`config.mk`:
```
export PLATFORM = sky130hd
export DESIGN_NAME = fft_frame_arbiter
export DESIGN_NICKNAME = d
export VERILOG_FILES = /design/src/rtl/fft_frame_arbiter.sv
export SDC_FILE = /design/constraint.sdc
export NUM_CORES = 1
export LEC_CHECK = 0
export BUFFER_PORTS_ARGS = -buffer_cell sky130_fd_sc_hd__buf_2
export CAP_MARGIN = 20
export CORE_AREA = 2 2 98 100
export DETAILED_ROUTE_END_ITERATION = 8
export DIE_AREA = 0 0 100 102
export PLACE_DENSITY = 0.83
export SYNTH_ARGS = -nofsm -noshare
export SYNTH_HDL_FRONTEND = slang
export SYNTH_SLANG_ARGS = --single-unit
```
`constraint.sdc`:
```
create_clock -name clk -period 3.6 [get_ports clk]
set_input_delay 0.36 -clock clk [delete_from_list [all_inputs] [get_ports clk]]
set_output_delay 0.36 -clock clk [all_outputs]
set_load 0.01 [all_outputs]
```
`src/rtl/fft_frame_arbiter.sv`:
```
// fft_frame_arbiter: shares one streaming 16-point FFT engine between NUM_CH
// requesters at frame granularity. Round-robin by default; define
// FFT_ARB_PRIO_EN for fixed priority (lowest index wins).
// Frame owners are queued in a tag FIFO so result frames route back in order.
module fft_frame_arbiter #(
    parameter int unsigned NUM_CH    = 4,
    parameter int unsigned FRAME_LEN = 16,
    parameter int unsigned TAG_DEPTH = 4
) (
    input  logic                 clk,
    input  logic                 reset,
    input  logic [NUM_CH-1:0]    ch_in_push,
    input  logic [16*NUM_CH-1:0] ch_in_real,
    input  logic [16*NUM_CH-1:0] ch_in_imag,
    input  logic [NUM_CH-1:0]    ch_inv,
    output logic [NUM_CH-1:0]    ch_in_stall,
    output logic [NUM_CH-1:0]    ch_out_push,
    output logic [15:0]          ch_out_real,
    output logic [15:0]          ch_out_imag,
    input  logic [NUM_CH-1:0]    ch_out_stall,
    output logic                 fft_in_push,
    output logic [15:0]          fft_in_real,
    output logic [15:0]          fft_in_imag,
    output logic                 fft_inv,
    input  logic                 fft_in_stall,
    input  logic                 fft_out_push,
    input  logic [15:0]          fft_out_real,
    input  logic [15:0]          fft_out_imag,
    output logic                 fft_out_stall,
    output logic                 err
);

    localparam int unsigned CH_W  = (NUM_CH > 1) ? $clog2(NUM_CH) : 1;
    localparam int unsigned CNT_W = $clog2(FRAME_LEN + 1);
    localparam int unsigned PTR_W = (TAG_DEPTH > 1) ? $clog2(TAG_DEPTH) : 1;
    localparam int unsigned OCC_W = $clog2(TAG_DEPTH + 1);

    typedef enum logic {IDLE, GRANT} state_t;

    state_t            state;
    logic [CH_W-1:0]   gnt;
    logic [CH_W-1:0]   rr_ptr;
    logic [CNT_W-1:0]  in_cnt;
    logic [CNT_W-1:0]  out_cnt;
    logic              inv_reg;

    logic [CH_W-1:0]   tag_mem [TAG_DEPTH];
    logic [PTR_W-1:0]  wr_ptr;
    logic [PTR_W-1:0]  rd_ptr;
    logic [OCC_W-1:0]  occ;

    logic              fifo_empty;
    logic              fifo_full;
    logic [CH_W-1:0]   owner;
    logic [NUM_CH-1:0] eligible;
    logic              pick_valid;
    logic [CH_W-1:0]   pick_idx;
    logic              sel_push;
    logic              accept;
    logic              frame_done;
    logic              out_take;
    logic              pop;

    assign fifo_empty = (occ == '0);
    assign fifo_full  = (occ == OCC_W'(TAG_DEPTH));
    assign owner      = tag_mem[rd_ptr];
    assign fft_inv    = inv_reg;

    // Eligibility and selection; rr_ptr stays 0 in fixed-priority builds,
    // which makes the same scan pick the lowest eligible index.
    always_comb begin
        int idx;
        eligible   = '0;
        pick_valid = 1'b0;
        pick_idx   = '0;
        idx        = 0;
        for (int i = 0; i < int'(NUM_CH); i++) begin
            eligible[i] = ch_in_push[i] && !fifo_full &&
                          (fifo_empty || (ch_inv[i] == inv_reg));
        end
        for (int k = 0; k < int'(NUM_CH); k++) begin
            idx = int'(rr_ptr) + k;
            if (idx >= int'(NUM_CH)) idx = idx - int'(NUM_CH);
            if (!pick_valid && eligible[idx]) begin
                pick_valid = 1'b1;
                pick_idx   = CH_W'(idx);
            end
        end
    end

    // Input path: granted channel drives the engine directly, others stalled.
    always_comb begin
        ch_in_stall = '1;
        fft_in_push = 1'b0;
        fft_in_real = '0;
        fft_in_imag = '0;
        sel_push    = 1'b0;
        for (int i = 0; i < int'(NUM_CH); i++) begin
            if (gnt == CH_W'(i)) begin
                fft_in_real = ch_in_real[16*i +: 16];
                fft_in_imag = ch_in_imag[16*i +: 16];
                sel_push    = ch_in_push[i];
                if (state == GRANT) ch_in_stall[i] = fft_in_stall;
            end
        end
        if (state == GRANT) fft_in_push = sel_push;
    end

    assign accept     = (state == GRANT) && fft_in_push && !fft_in_stall;
    assign frame_done = accept && (in_cnt == CNT_W'(FRAME_LEN - 1));

    // Output path: results go to the channel at the head of the tag FIFO.
    always_comb begin
        ch_out_push   = '0;
        fft_out_stall = 1'b0;
        ch_out_real   = fft_out_real;
        ch_out_imag   = fft_out_imag;
        for (int i = 0; i < int'(NUM_CH); i++) begin
            if (!fifo_empty && (owner == CH_W'(i))) begin
                ch_out_push[i] = fft_out_push;
                fft_out_stall  = ch_out_stall[i];
            end
        end
    end

    assign out_take = fft_out_push && !fifo_empty;
    assign pop      = out_take && (out_cnt == CNT_W'(FRAME_LEN - 1));

    // Input FSM: grant selection, frame sample counting, inv latch.
    always_ff @(posedge clk or negedge reset) begin
        if (!reset) begin
            state   <= IDLE;
            gnt     <= '0;
            rr_ptr  <= '0;
            in_cnt  <= '0;
            inv_reg <= 1'b0;
        end else begin
            case (state)
                IDLE: begin
                    if (pick_valid) begin
                        gnt     <= pick_idx;
                        inv_reg <= ch_inv[pick_idx];
                        in_cnt  <= '0;
                        state   <= GRANT;
                    end
                end
                GRANT: begin
                    if (frame_done) begin
                        in_cnt <= '0;
                        state  <= IDLE;
`ifndef FFT_ARB_PRIO_EN
                        rr_ptr <= (gnt == CH_W'(NUM_CH - 1)) ? '0 : gnt + CH_W'(1);
`endif
                    end else if (accept) begin
                        in_cnt <= in_cnt + CNT_W'(1);
                    end
                end
                default: state <= IDLE;
            endcase
        end
    end

    // Tag FIFO pointers, occupancy, output frame counter and sticky error.
    always_ff @(posedge clk or negedge reset) begin
        if (!reset) begin
            wr_ptr  <= '0;
            rd_ptr  <= '0;
            occ     <= '0;
            out_cnt <= '0;
            err     <= 1'b0;
        end else begin
            if (frame_done) wr_ptr <= wr_ptr + PTR_W'(1);
            if (pop)        rd_ptr <= rd_ptr + PTR_W'(1);
            case ({frame_done, pop})
                2'b10:   occ <= occ + OCC_W'(1);
                2'b01:   occ <= occ - OCC_W'(1);
                default: occ <= occ;
            endcase
            if (out_take) out_cnt <= pop ? '0 : out_cnt + CNT_W'(1);
            if (fft_out_push && fifo_empty) err <= 1'b1;
        end
    end

    // Tag storage; contents are only meaningful behind the occupancy count.
    always_ff @(posedge clk) begin
        if (frame_done) tag_mem[wr_ptr] <= gnt;
    end

endmodule

```
==> qor.yml <==
synthFlopType: "dfrtp_1"
dpl_cell_area_um2: 3980
core_area_um2: 9110
synth_seq_cells: 32
r2r_slack_ns: 0.76
ctsResizeCount: 0
synth-simple-area-share_pct: 24.9
drtPass1Iterations: 4
synth.most_common_cell: "nand2_1"
register_area_um2: 841
power_frac_comb_pct: 70.4
max_freq_ghz: 0.352
seqPwrFrac_pct: 19.0
wl_um: 11500
leakage_nw: 2.01
grt_pass1_wl_um: 16300
worstPathArrival_ns: 3.04
ys_warn_count: 0
area_delta_synth_final_pct: 26.5
path_max_fanout: 8
port_buffers: 187
yosys-top-cells-count: "nand2_1, nor2_1, a21oi_1"
synth_cells: 462
setup-tns-final_ns: 0
dp_hpwl_um: 9560
synth-adder-area-share_pct: 4.90
ctsHoldBuffers: 0
fin_area_um2: 4080
synth_mux_area_share_pct: 2.76
post-route-period-util_pct: 78.9
cts_tree: "yes"
clkTransAtPathRegs_ns: 0.07
grt_max_degree: 66
synth_top_cell_by_area: "dfrtp_1"
layout-drive-gt1-share_pct: 35.6
rr_startpoint: "gnt[0]"
numCtsBuffers: 5
p_sw_mw: 1.46
crit_end: "occ[1]"
clk_latency_ns: 0.28
cts.sinks: 32
cts-htree-levels: 2
ir_drop_mv: 0.260
synth_area_leaders: "dfrtp_1, a21oi_1, nand2_1, nor2_1, buf_4"
setup_viol: 0
start_util_pct: 35.4
cts_setup_buffers: 0
power_mw: 2.88
r2r-end: "occ[1]"
hold_violations: 0
die_w_um: 100
drt_iter0_markers: 145
design.final.nets: 788
final.min_clock_period_ns: 2.84
final_cells: 712
fin_skew_ns: 0.00859
cp-start-kind: "flop"
n_antenna_cell: 0
synth_compound_area_share_pct: 25.6
synth_xor_area_share_pct: 3.26
worstMarginPinSlew_ns: 0.673
cts.path.max_buffers: 2
worstSetupStartpoint: "gnt[0]"
cap_violations: 0
reg2reg_depth: 11
drv_slew: 0
drcViolationCount: 0
crit_chain: "inv_1 -> ha_2 -> nor2b_1 -> a311oi_2 -> o21ai_2 -> nor3_4 -> inv_2 -> ha_1 -> inv_1 -> fa_1 -> o21ai_0"
routed_via_density: 5.02
crit_path_end_kind: "flop"
gp_congestion: 0.894
powerDensity_nw_per_um2: 706
grt.overflow.total: 0
netlist_area_um2: 3220
hold_class: "input pin to async pin"
required_ns: 3.80
fillerInstances: 966
grt_usage_pct: 20.9
run_status: "completed"
final_antenna_net_count: 0
hold-worst-slack_ns: 0.0573
p_clk_share_pct: 10.5
synth_top_area_share_pct: 18.6
dpl.cell_count: 704
power.share.switching_pct: 50.9
cp_slowest_cell: "dfrtp_1"
multi_input_area_um2: 1980
design.portCount: 252
syn_avg_cell_area_um2: 6.97
cts-root-buf: "clkbuf_8"
rsz0062_at_grt: "false"
grt_antenna_before_repair: 0
ys_seq_area_share_pct: 26.1
p_int_mw: 1.41
synthArstFlopShare_pct: 75.0
synth_nets: 650
die_area_um2: 10200
synth_top_family_by_area: "compound AO/OA/AOI/OAI gates"
synth_edf_count: 8
path_common_cell: "inv_1"
worstSetupPathType: "flop to flop"
vias: 3573
max-slew-margin-rel_pct: 54.9
wire_per_inst_um: 16.1
die_h_um: 102
rows: 35
grt_pass1_vias: 3076
slowest_delay_ns: 0.49
yosysUniqueCellTypes: 49
==> power by group through the flow <==
stage	clock, mW	sequential (mW)	combinational (mW)
6_report	0.304	0.547	2.03
5_1_grt	0.331	0.561	2.29
4_1_cts	0.315	0.545	2.04
3_5_place_dp	0	0.552	2.03
3_3_place_gp	0	0.548	2.01
2_1_floorplan	0	0.523	1.43
==> layout by cell type, fill, tap and decap left out, types with 5 or more instances in the layout <==
master | Yosys | routed
nor2_1 | 75 | 75
buf_2 | 1 | 187
a21oi_1 | 67 | 67
buf_4 | 34 | 5
clkbuf_8 | 0 | 7
nand2_1 | 82 | 82
dfrtp_1 | 24 | 24
edfxtp_1 | 8 | 8
inv_1 | 9 | 9
and3_1 | 5 | 5
nor2b_1 | 7 | 7
ha_1 | 11 | 8
xor2_1 | 8 | 8
o21ai_0 | 47 | 47
==> worst min path at each step <==
stage | endpoint | slack [ns]
floorplan | err | 0.06
global placement | out_cnt[2] | 0.38
detailed placement | out_cnt[3] | 0.39
CTS | gnt[0] | 0.07
global route | in_cnt[1] | 0.09
finish | out_cnt[2] | 0.06
==> worst max-delay path, delay by kind of cell, from the launching register on <==
family                     cells  cell delay (ns)
DFF                            1             0.49
adders and majority gates      3             0.89
and+or+nand+nor                2             0.39
AOI/OAI and AO/OA              3             0.68
buffers and inverters          3             0.32
==> routing by layer <==
metal	track usage, %	wire [um]	vias to the layer above
met5	0	0	-
met4	6.22	315	0
met3	14.9	2080	30
met2	30.2	4860	167
met1	24.7	4190	1556
li1	-	-	1820
==> registers in the layout, indices dropped and copies added, names as in the netlist <==
name     count
tag_mem      8
rr_ptr       2
occ          3
gnt          2
wr_ptr       2
in_cnt       5
state        1
out_cnt      5
rd_ptr       2
fft_inv      1
err          1
==> area by class of cell <==
| class | count | share of cell area [%] |
|---|---|---|
| clock buffers | 8 | 2.46 |
| inverters | 10 | 0.921 |
| multi-input cells | 359 | 48.7 |
| repair buffers | 192 | 23.9 |
| flip-flops and latches | 32 | 20.6 |
| well taps | 111 | 3.41 |
==> logic make-up after synthesis <==
| logic type | Yosys count |
|---|---|
| and+or+nand+nor | 188 |
| AOI/OAI and AO/OA | 142 |
| buffers and inverters | 71 |
| DFF | 32 |
| xor gates and xnor gates | 12 |
| adders and majority gates | 12 |
| muxes | 5 |
==> per-stage QoR <==
| step | worst slack, ns | util (%) |
|---|---|---|
| detailed placement | 0.773 | 43.6 |
| floorplan | 1.07 | - |
| CTS | 0.754 | 44.7 |
| finish | 0.759 | 44.7 |
| global route | 0.493 | 44.7 |
| global placement | 0.965 | 43.6 |
Power figures use the tool's default switching activity.
